## config.mk

```make
export PLATFORM = sky130hd
export DESIGN_NAME = servo_scan_sequencer_flat
export DESIGN_NICKNAME = d
export VERILOG_FILES = /design/src/rtl/servo_scan_sequencer_if.sv /design/src/rtl/servo_scan_sequencer.sv /design/src/flat_wrapper.sv
export SDC_FILE = /design/constraint.sdc
export NUM_CORES = 1
export LEC_CHECK = 0
export ABC_CLOCK_PERIOD_IN_PS = 14800
export CAP_MARGIN = 20
export CORE_ASPECT_RATIO = 2
export CORE_MARGIN = 2
export CORE_UTILIZATION = 65
export CTS_BUF_LIST = sky130_fd_sc_hd__clkbuf_4 sky130_fd_sc_hd__clkbuf_8 sky130_fd_sc_hd__clkbuf_16
export CTS_CLUSTER_SIZE = 20
export DETAILED_ROUTE_END_ITERATION = 12
export HOLD_SLACK_MARGIN = 0.05
export PLACE_DENSITY_LB_ADDON = 0.2
export SLEW_MARGIN = 20
export SYNTH_ARGS = -nofsm -noshare
export SYNTH_HDL_FRONTEND = slang
export SYNTH_SLANG_ARGS = --single-unit
```

## constraint.sdc

```tcl
create_clock -name PCLK -period 14.8 [get_ports PCLK]
set_input_delay 2.22 -clock PCLK [delete_from_list [all_inputs] [get_ports PCLK]]
set_output_delay 2.22 -clock PCLK [all_outputs]
set_load 0.01 [all_outputs]
```

## src/rtl/servo_scan_sequencer_if.sv

```systemverilog
// Command/status bundle between the register block (master) and the scan sequencer (slave).
// Inputs are sampled on the rising PCLK edge; every sequencer output is a registered level or one-cycle strobe.
interface servo_scan_sequencer_if;
   logic        start;
   logic        abort;
   logic [15:0] cfg_x_periods;
   logic [15:0] cfg_y_periods;
   logic [7:0]  cfg_rows;
   logic [1:0]  stop_y;
   logic        x_fwd;
   logic        x_rev;
   logic        x_neutral;
   logic        x_rtz;
   logic        y_fwd;
   logic        y_rev;
   logic        y_neutral;
   logic        y_rtz;
   logic        busy;
   logic        done;
   logic        fault;
   logic [7:0]  row_idx;
   logic [1:0]  dbg_state;

   modport master (
      output start, abort, cfg_x_periods, cfg_y_periods, cfg_rows, stop_y,
      input  x_fwd, x_rev, x_neutral, x_rtz, y_fwd, y_rev, y_neutral, y_rtz,
      input  busy, done, fault, row_idx, dbg_state
   );

   modport slave (
      input  start, abort, cfg_x_periods, cfg_y_periods, cfg_rows, stop_y,
      output x_fwd, x_rev, x_neutral, x_rtz, y_fwd, y_rev, y_neutral, y_rtz,
      output busy, done, fault, row_idx, dbg_state
   );
endinterface

```

## src/rtl/servo_scan_sequencer.sv

```systemverilog
// Serpentine raster sequencer for the x/y tracking servos, with its own PWM-period timebase.
// Optional kill-switch monitoring on stop_y is enabled by defining SERVO_SEQ_KILL_EN.
module servo_scan_sequencer #(
   parameter int unsigned PERIOD_CYCLES = 2000000,
   parameter int unsigned HOME_MARGIN   = 2
) (
   input logic             PCLK,
   input logic             PRESET,
   servo_scan_sequencer_if.slave bus
);

   localparam int unsigned TW = (PERIOD_CYCLES > 1) ? $clog2(PERIOD_CYCLES) : 1;
   localparam logic [TW-1:0] PMAX = TW'(PERIOD_CYCLES - 1);

   // Strobe vector bit positions: {rtz, neutral, rev, fwd}
   localparam logic [3:0] C_FWD = 4'b0001;
   localparam logic [3:0] C_REV = 4'b0010;
   localparam logic [3:0] C_NEU = 4'b0100;
   localparam logic [3:0] C_RTZ = 4'b1000;

   typedef enum logic [1:0] {
      S_IDLE    = 2'd0,
      S_SWEEP_X = 2'd1,
      S_STEP_Y  = 2'd2,
      S_HOME    = 2'd3
   } state_t;

   state_t        state_q, state_d;
   logic [TW-1:0] ptimer_q, ptimer_d;
   logic [24:0]   pcnt_q, pcnt_d;
   logic [15:0]   xper_q, xper_d;
   logic [15:0]   yper_q, yper_d;
   logic [7:0]    rows_q, rows_d;
   logic [7:0]    row_q, row_d;
   logic [15:0]   xpos_q, xpos_d;
   logic [23:0]   ypos_q, ypos_d;
   logic          fault_q, fault_d;
   logic          rtz_pend_q, rtz_pend_d;
   logic [3:0]    xs_q, xs_d;
   logic [3:0]    ys_q, ys_d;
   logic          done_q, done_d;

   logic          tick;
   logic          phase_end;
   logic          start_ok;
   logic [24:0]   pcnt_dec;
   logic [15:0]   x_step;
   logic [7:0]    next_row;
   logic [3:0]    next_dir;

   function automatic logic [24:0] home_cnt(input logic [15:0] xp, input logic [23:0] yp);
      logic [23:0] m;
      m = ({8'd0, xp} > yp) ? {8'd0, xp} : yp;
      return {1'b0, m} + 25'(HOME_MARGIN);
   endfunction

   assign tick      = (ptimer_q == PMAX);
   assign phase_end = tick && (pcnt_q <= 25'd1);
   assign pcnt_dec  = (pcnt_q == 25'd0) ? 25'd0 : pcnt_q - 25'd1;
   assign start_ok  = bus.start && !bus.abort &&
                      (bus.cfg_rows != 8'd0) && (bus.cfg_x_periods != 16'd0);
   // Even rows sweep forward, odd rows sweep back, so x_pos never underflows.
   assign x_step    = row_q[0] ? xpos_q - 16'd1 : xpos_q + 16'd1;
   assign next_row  = row_q + 8'd1;
   assign next_dir  = next_row[0] ? C_REV : C_FWD;

   always_comb begin
      state_d    = state_q;
      ptimer_d   = tick ? '0 : ptimer_q + TW'(1);
      pcnt_d     = pcnt_q;
      xper_d     = xper_q;
      yper_d     = yper_q;
      rows_d     = rows_q;
      row_d      = row_q;
      xpos_d     = xpos_q;
      ypos_d     = ypos_q;
      fault_d    = fault_q;
      rtz_pend_d = 1'b0;
      xs_d       = 4'b0000;
      ys_d       = 4'b0000;
      done_d     = 1'b0;

      if (state_q != S_IDLE && bus.abort) begin
         xs_d    = C_NEU;
         ys_d    = C_NEU;
         state_d = S_IDLE;
      end else begin
         case (state_q)
            S_IDLE: begin
               if (start_ok) begin
                  ptimer_d = '0;
                  xper_d   = bus.cfg_x_periods;
                  yper_d   = bus.cfg_y_periods;
                  rows_d   = bus.cfg_rows;
                  row_d    = 8'd0;
                  xpos_d   = 16'd0;
                  ypos_d   = 24'd0;
                  fault_d  = 1'b0;
                  xs_d     = C_FWD;
                  pcnt_d   = {9'd0, bus.cfg_x_periods};
                  state_d  = S_SWEEP_X;
               end
            end
            S_SWEEP_X: begin
               if (tick) begin
                  xpos_d = x_step;
                  pcnt_d = pcnt_dec;
                  if (phase_end) begin
                     if (row_q == rows_q - 8'd1) begin
                        xs_d    = C_RTZ;
                        ys_d    = C_RTZ;
                        pcnt_d  = home_cnt(x_step, ypos_q);
                        state_d = S_HOME;
                     end else if (yper_q != 16'd0) begin
                        xs_d    = C_NEU;
                        ys_d    = C_FWD;
                        pcnt_d  = {9'd0, yper_q};
                        state_d = S_STEP_Y;
                     end else begin
                        row_d  = next_row;
                        xs_d   = next_dir;
                        pcnt_d = {9'd0, xper_q};
                     end
                  end
               end
            end
            S_STEP_Y: begin
`ifdef SERVO_SEQ_KILL_EN
               // Lower limit hit: stop y now, issue the rtz pair one cycle later.
               if (!bus.stop_y[0]) begin
                  fault_d    = 1'b1;
                  ys_d       = C_NEU;
                  rtz_pend_d = 1'b1;
                  pcnt_d     = home_cnt(xpos_q, ypos_q);
                  state_d    = S_HOME;
               end else
`endif
               if (tick) begin
                  ypos_d = ypos_q + 24'd1;
                  pcnt_d = pcnt_dec;
                  if (phase_end) begin
                     ys_d    = C_NEU;
                     xs_d    = next_dir;
                     row_d   = next_row;
                     pcnt_d  = {9'd0, xper_q};
                     state_d = S_SWEEP_X;
                  end
               end
            end
            S_HOME: begin
               if (rtz_pend_q) begin
                  xs_d = C_RTZ;
                  ys_d = C_RTZ;
               end
`ifdef SERVO_SEQ_KILL_EN
               else if (!bus.stop_y[1] && !fault_q) begin
                  fault_d = 1'b1;
                  ys_d    = C_NEU;
               end
`endif
               if (tick) begin
                  pcnt_d = pcnt_dec;
                  if (phase_end) begin
                     done_d  = 1'b1;
                     state_d = S_IDLE;
                  end
               end
            end
            default: state_d = S_IDLE;
         endcase
      end
   end

   always_ff @(posedge PCLK or posedge PRESET) begin
      if (PRESET) begin
         state_q    <= S_IDLE;
         ptimer_q   <= '0;
         pcnt_q     <= 25'd0;
         xper_q     <= 16'd0;
         yper_q     <= 16'd0;
         rows_q     <= 8'd0;
         row_q      <= 8'd0;
         xpos_q     <= 16'd0;
         ypos_q     <= 24'd0;
         fault_q    <= 1'b0;
         rtz_pend_q <= 1'b0;
         xs_q       <= 4'b0000;
         ys_q       <= 4'b0000;
         done_q     <= 1'b0;
      end else begin
         state_q    <= state_d;
         ptimer_q   <= ptimer_d;
         pcnt_q     <= pcnt_d;
         xper_q     <= xper_d;
         yper_q     <= yper_d;
         rows_q     <= rows_d;
         row_q      <= row_d;
         xpos_q     <= xpos_d;
         ypos_q     <= ypos_d;
         fault_q    <= fault_d;
         rtz_pend_q <= rtz_pend_d;
         xs_q       <= xs_d;
         ys_q       <= ys_d;
         done_q     <= done_d;
      end
   end

`ifndef SERVO_SEQ_KILL_EN
   logic unused_stop_y;
   assign unused_stop_y = ^bus.stop_y;
`endif

   assign bus.x_fwd     = xs_q[0];
   assign bus.x_rev     = xs_q[1];
   assign bus.x_neutral = xs_q[2];
   assign bus.x_rtz     = xs_q[3];
   assign bus.y_fwd     = ys_q[0];
   assign bus.y_rev     = ys_q[1];
   assign bus.y_neutral = ys_q[2];
   assign bus.y_rtz     = ys_q[3];
   assign bus.busy      = (state_q != S_IDLE);
   assign bus.done      = done_q;
   assign bus.fault     = fault_q;
   assign bus.row_idx   = row_q;
   assign bus.dbg_state = state_q;

endmodule

```

## src/flat_wrapper.sv

```systemverilog
// flat-port wrapper written by rule: the top's interface ports become plain ports
module servo_scan_sequencer_flat 
#(
   parameter int unsigned PERIOD_CYCLES = 2000000,
   parameter int unsigned HOME_MARGIN   = 2
)
  (PCLK, PRESET, bus_start, bus_abort, bus_cfg_x_periods, bus_cfg_y_periods, bus_cfg_rows, bus_stop_y, bus_x_fwd, bus_x_rev, bus_x_neutral, bus_x_rtz, bus_y_fwd, bus_y_rev, bus_y_neutral, bus_y_rtz, bus_busy, bus_done, bus_fault, bus_row_idx, bus_dbg_state);
  servo_scan_sequencer_if bus_i ();
  input logic PCLK;
  input logic PRESET;
  input wire logic [$bits(bus_i.start)-1:0] bus_start;
  input wire logic [$bits(bus_i.abort)-1:0] bus_abort;
  input wire logic [$bits(bus_i.cfg_x_periods)-1:0] bus_cfg_x_periods;
  input wire logic [$bits(bus_i.cfg_y_periods)-1:0] bus_cfg_y_periods;
  input wire logic [$bits(bus_i.cfg_rows)-1:0] bus_cfg_rows;
  input wire logic [$bits(bus_i.stop_y)-1:0] bus_stop_y;
  output wire logic [$bits(bus_i.x_fwd)-1:0] bus_x_fwd;
  output wire logic [$bits(bus_i.x_rev)-1:0] bus_x_rev;
  output wire logic [$bits(bus_i.x_neutral)-1:0] bus_x_neutral;
  output wire logic [$bits(bus_i.x_rtz)-1:0] bus_x_rtz;
  output wire logic [$bits(bus_i.y_fwd)-1:0] bus_y_fwd;
  output wire logic [$bits(bus_i.y_rev)-1:0] bus_y_rev;
  output wire logic [$bits(bus_i.y_neutral)-1:0] bus_y_neutral;
  output wire logic [$bits(bus_i.y_rtz)-1:0] bus_y_rtz;
  output wire logic [$bits(bus_i.busy)-1:0] bus_busy;
  output wire logic [$bits(bus_i.done)-1:0] bus_done;
  output wire logic [$bits(bus_i.fault)-1:0] bus_fault;
  output wire logic [$bits(bus_i.row_idx)-1:0] bus_row_idx;
  output wire logic [$bits(bus_i.dbg_state)-1:0] bus_dbg_state;
  assign bus_i.start = bus_start;
  assign bus_i.abort = bus_abort;
  assign bus_i.cfg_x_periods = bus_cfg_x_periods;
  assign bus_i.cfg_y_periods = bus_cfg_y_periods;
  assign bus_i.cfg_rows = bus_cfg_rows;
  assign bus_i.stop_y = bus_stop_y;
  assign bus_x_fwd = bus_i.x_fwd;
  assign bus_x_rev = bus_i.x_rev;
  assign bus_x_neutral = bus_i.x_neutral;
  assign bus_x_rtz = bus_i.x_rtz;
  assign bus_y_fwd = bus_i.y_fwd;
  assign bus_y_rev = bus_i.y_rev;
  assign bus_y_neutral = bus_i.y_neutral;
  assign bus_y_rtz = bus_i.y_rtz;
  assign bus_busy = bus_i.busy;
  assign bus_done = bus_i.done;
  assign bus_fault = bus_i.fault;
  assign bus_row_idx = bus_i.row_idx;
  assign bus_dbg_state = bus_i.dbg_state;
  servo_scan_sequencer #(.PERIOD_CYCLES(PERIOD_CYCLES), .HOME_MARGIN(HOME_MARGIN)) u_core (.PCLK(PCLK), .PRESET(PRESET), .bus(bus_i));
endmodule
```

### After elaboration in Yosys (flattened, before gate mapping)

Cells that the tools add are included.

| storage, ports and cells | value |
|---|---|
| flip-flop bits (word level) | 145 |
| latch bits | 0 |
| bits in writable memories | 0 |
| bits in read-only memories | 0 |
| memories | 0 |

| cells by class | value |
|---|---|
| $add $sub $neg | 8 |
| multiply operators | 0 |
| divide/modulo/power cells | 0 |
| $lt $le $gt $ge | 2 |
| eq/ne operators | 21 |
| shift-type cells | 0 |
| multiplexer cells | 63 |
| bitwise gates (word level) | 1 |
| reduce and logical (&&, ||, !) cells | 21 |

Operator list:

| operator | number |
|---|---|
| $mux 25 | 8 |
| $pmux 25 s4 | 1 |
| $mux 21 | 4 |
| $mux 24 | 3 |
| $mux 16 | 4 |
| $mux 8 | 7 |
| $mux 4 | 12 |
| $pmux 24 s2 | 1 |
| $pmux 16 s2 | 1 |
| $reduce_bool 16->1 | 2 |
| $add 24x2->25 const B | 1 |
| $le 25x1->1 const B | 1 |
| $logic_not 25->1 | 1 |
| $sub 25x1->25 const B | 1 |
| $add 24x1->24 const B | 1 |
| $gt 16x24->1 | 1 |
| $pmux 8 s3 | 1 |
| $mux 2 | 11 |
| $add 21x1->21 const B | 1 |
| $eq 21x21->1 const B | 1 |
| $ne 3x1->1 const B | 7 |
| $add 16x1->16 const B | 1 |
| $pmux 4 s4 | 1 |
| $sub 16x1->16 const B | 1 |
| 24 further kinds | 43 |

### Depth between registers and ports, before layout

| logic depth | value |
|---|---|
| word-level depth | 9 |
| depth in mapped cells | 26 |
| mapped depth without buffers | 22 |

### Least setup slack after synthesis

Ideal clock, no wire load.

| timing | value |
|---|---|
| path type | reg-to-reg |
| start point | register u_core.row_q[0] (netlist: u_core.bus.row_idx[0]) |
| end point | register u_core.pcnt_q[15] |
| data arrival time | 6159 ps |
| required time | 14667 ps |
| setup slack | 8508 ps |
| cell stages (with the launch flop) | 25 |
| path buffers | 5 |
| period minus slack after synthesis | 6292 ps |
| cells stage by stage | dfrtp_1 -> ha_1 -> buf_2 -> and3_1 -> a2111o_1 -> or4_1 -> and3_1 -> clkbuf_1 -> ha_1 -> nand4_1 -> nor4_1 -> a21boi_0 -> o31a_1 -> clkbuf_1 -> clkbuf_1 -> clkbuf_1 -> nand2_1 -> o21ai_0 -> ha_1 -> o211a_1 -> nand2_1 -> o41a_1 -> o311a_1 -> a2111oi_0 -> nor2_1 |

| on the way | value |
|---|---|
| cells in the longest elaborated chain, start to end | 8 |
| elaborated cells between the ends (all ways) | 9 |
| those cells by class | 1 x add/sub; 1 x order compare; 1 x eq/ne; 6 x mux |

RTL lines:

| item | line | RTL |
|---|---|---|
| start, declared | servo_scan_sequencer.sv:34 | `logic [7:0] row_q, row_d;` |
| start signal, assigned | servo_scan_sequencer.sv:197 | `row_q <= row_d;` |
| $mux 16 | servo_scan_sequencer.sv:63 | `assign x_step = row_q[0] ? xpos_q - 16'd1 : xpos_q + 16'd1;` |
| $gt 16x24->1 | servo_scan_sequencer.sv:53 | `m = ({8'd0, xp} > yp) ? {8'd0, xp} : yp;` |
| $mux 24 | servo_scan_sequencer.sv:53 |  |
| $add 24x2->25 | servo_scan_sequencer.sv:54 | `return {1'b0, m} + 25'(HOME_MARGIN);` |
| $mux 25 * | servo_scan_sequencer.sv:109 | `if (row_q == rows_q - 8'd1) begin` |
| $mux 25 * | servo_scan_sequencer.sv:108 | `if (phase_end) begin` |
| $mux 25 * | servo_scan_sequencer.sv:105 | `if (tick) begin` |
| $pmux 25 s4 * | servo_scan_sequencer.sv:88 | `case (state_q)` |
| end signal, assigned | servo_scan_sequencer.sv:193 | `pcnt_q <= pcnt_d;` |
| end, declared | servo_scan_sequencer.sv:30 | `logic [24:0] pcnt_q, pcnt_d;` |

Every way passes the cells marked *; elsewhere a longest branch is shown, timed or not. The select of a mux whose other input is x is not followed.
A chain may end at the register's enable or synchronous reset.

### Final worst setup path

Ends and elaborated chain as after synthesis.

==> impl_metrics.json <==
{
  "status": "finished, final reports clean",
  "synth_top_area_frac": 0.352,
  "max_stage_delay_ns": 1.07,
  "grt_start_max_net_pins": 88,
  "seq_area_frac_synth": 0.352,
  "power_density_mw_per_mm2": 167,
  "cts_made_buffers": 17,
  "synth_top_cell_by_area": "dfrtp_1",
  "hold_ws_ns": 0.514,
  "crit_arrival_ns": 7.56,
  "hold_path.class": "reg -> reg",
  "path_max_fanout": 25,
  "grtUsageTotal": 0.358,
  "grt_pass1_wl_mm": 47.8,
  "ys.flop_type": "dfrtp_1",
  "power_leakage_nw": 4.93,
  "synth_warnings": 0,
  "slew_headroom": 0.265,
  "place.port_buffers": 62,
  "clk_latency_ns": 0.44,
  "drcViolationCount": 0,
  "report.final.hold_viol_count": 0,
  "period_share": 0.490,
  "critPathMostFrequentCell": "ha_1",
  "min-delay-start": "u_core.xper_q[11]",
  "synth.avg_cell_area_sq_um": 8.70,
  "h-tree-depth": 4,
  "start_kind": "flop",
  "ctsHoldBuffers": 0,
  "rsz0062_at_grt": "no",
  "num_rows": 65,
  "die-height_um": 182,
  "vias_per_cell": 6.66,
  "drive_gt1_frac": 0.0940,
  "cts_sinks": 144,
  "routed_wirelength_mm": 29.5,
  "clockRootBuffer": "clkbuf_16",
  "antenna_found_initial": 0,
  "max-cap-violations": 0,
  "grt_overflow": 0,
  "detail_route.wl_per_cell_um": 20.7,
  "synthesis.area_sq_mm": 0.0102,
  "hpwl_mm": 20.8,
  "crit_start": "u_core.bus.row_idx[0]",
  "die_x_um": 92.8,
  "grt_pass1_vias": 9264,
  "ir_drop_mv": 0.0773,
  "fp.dieArea_sq_mm": 0.0168,
  "stdcell_count": 1424,
  "multi_input_area_sq_mm": 0.00624,
  "initialDrtViolationCount": 1031,
  "path_cells": "ha_1 -> o21a_1 -> a2111o_1 -> a2111oi_0 -> or3_1 -> inv_1 -> ha_1 -> nand4_1 -> nor4_1 -> a21boi_0 -> o31a_1 -> buf_4 -> nand2_1 -> o21ai_0 -> ha_1 -> nand3_1 -> or3_1 -> o41a_1 -> o311a_1 -> a2111oi_0 -> nor2_1",
  "cts_setup_buffers": 0,
  "antenna_cells": 0,
  "start_util": 0.656,
  "vias": 9487,
  "power_mw": 1.93,
  "coreArea_sq_mm": 0.0156,
  "synth-edff-count": 0,
  "clock_path_buffers": 2,
  "synth_cells": 1177,
  "regArea_sq_mm": 0.00360,
  "rr_startpoint": "u_core.bus.row_idx[0]",
  "fmax_ghz": 0.138,
  "synth_seq_cells": 144,
  "nNetsFinal": 1301,
  "post_cts_resized": 0,
  "crit_slowest_cell": "dfrtp_1",
  "tightest_slew_ns": 1.10,
  "path_clk_slew_ns": 0.06,
  "path_class": "reg -> reg",
  "ant_nets": 0,
  "period_needed_ns": 7.25,
  "postPlaceCellArea_sq_mm": 0.0110,
  "io_pins": 67,
  "fin_skew_ns": 0.0145,
  "stdcell_area_sq_mm": 0.0116,
  "area_growth_syn_to_layout_pct": 13.0,
  "required_ns": 15.10,
  "async_flop_share": 1.00,
  "fillCellCount": 1181,
  "firstDrtPassIters": 6,
  "slew_violations": 0,
  "critPathCaptureType": "flop",
  "setup_violations": 0,
  "synth.distinct_cells": 80,
  "gp_congestion": 0.965,
  "placed_cells": 1393,
  "tns_ns": 0,
  "tritoncts": "built",
  "synth_area_leaders": "dfrtp_1 (35%), mux2_2 (5.3%), ha_1 (5.3%)"
}
==> final timing paths <==
| kind | to | slack [ns] | cells after the start |
|---|---|---|---|
| max | u_core.pcnt_q[15] | 7.55 | 21 |
| min | u_core.xper_q[11] | 0.51 | 1 |
| max reg2reg | u_core.pcnt_q[15] | 7.55 | 21 |
| min reg2reg | u_core.xper_q[11] | 0.51 | 1 |
| max in group asynchronous | u_core.pcnt_q[8] | 11.21 | 3 |
| min in group asynchronous | u_core.ptimer_q[18] | 2.28 | 2 |
==> worst max-delay path, delay by kind of cell, from the launching register on <==
kind	cells	cell delay, ns
AND/OR/NAND/NOR	7	1.61
flip-flops	1	1.07
adder cells (fa/ha/maj)	3	1.06
AO/OA/AOI/OAI	9	2.98
buffers and inverters	2	0.39
==> state kept, by name, summed over array words and instances, names as in the netlist <==
register,flops
u_core.pcnt_q,25
u_core.ypos_q,24
u_core.ptimer_q,21
u_core.xper_q,16
u_core.xpos_q,16
u_core.yper_q,16
u_core.bus.row_idx,8
u_core.rows_q,8
u_core.xs_q,4
u_core.ys_q,3
u_core.bus.dbg_state,2
u_core.bus.done,1
==> synth_stat cells (all sizes together), types with 5 or more instances <==
cell type and number:
nor2 115, buf 13, nor4 32, nor3 38, a21oi 57, and4 5, o221ai 9, xor2 35
mux2i 6, o21a 11, a211oi 15, nand2b 7, ha 43, a221oi 5, xnor2 55, o31ai 15
a31o 5, a2111oi 5, nand4 16, mux2 48, a22o 17, a22oi 8, clkbuf 46, or4 6
or2 6, and3 24, o21ai 84, a21o 19, nand3 45, and2 10, inv 43, nand2 102
or3 15, a31oi 13, dfrtp 144
==> cells by family (layout without fill, tap and decap cells) <==
logic type,after synthesis,count (layout),synth area share
other,1,2,0.000366
buffers and inverters,102,147,0.0407
AND/OR/NAND/NOR,437,437,0.215
adder cells (fa/ha/maj),44,44,0.0545
AO/OA/AOI/OAI,305,305,0.203
multiplexers,54,54,0.0586
flip-flops,144,144,0.352
XOR/XNOR,90,90,0.0770
==> power by group <==
part / switching [mW] / internal, mW / total, mW
Combinational: 0.532 / 0.340 / 0.872
Clock: 0.171 / 0.279 / 0.449
Sequential: 0.120 / 0.489 / 0.609
==> metal layers <==
layer / global-route usage / up-vias / share of wire
met5: 0 / - / 0
met4: 0.202 / 0 / 0.055
met3: 0.0552 / 115 / 0.075
met2: 0.579 / 502 / 0.49
met1: 0.454 / 4491 / 0.39
li1: - / 4379 / -
==> per-stage QoR <==
stage / setup slack (ns) / utilization
after floorplan: 8.51 / -
after global placement: 7.81 / 0.702
after detailed placement: 7.72 / 0.702
after CTS: 7.67 / 0.741
after global routing: 6.99 / 0.741
final: 7.55 / 0.741
==> final cells by class <==
| class | instances | area share |
|---|---|---|
| Tap cell | 201 | 0.0217 |
| Clock buffer | 22 | 0.0411 |
| Inverter | 43 | 0.0144 |
| Timing Repair Buffer | 73 | 0.0607 |
| Clock inverter | 9 | 0.0116 |
| Multi-Input combinational cell | 932 | 0.539 |
| Sequential cell | 144 | 0.311 |
==> cell usage in the layout (no fill, tap or decap), types with 15 or more instances in the layout <==
cell             count
nand4_1             16
a22o_1              17
xnor2_1             55
a21o_1              19
nand3_1             45
nor2_1             115
and3_1              23
mux2_2              48
clkbuf_16           17
dfrtp_1            144
xor2_1              35
nand2_1            101
a21oi_1             56
o21ai_0             79
ha_1                43
inv_1               42
clkdlybuf4s50_1     62
or3_1               15
o31ai_1             15
nor3_1              37
nor4_1              27
No activity file was read; power rests on OpenSTA's default activity.
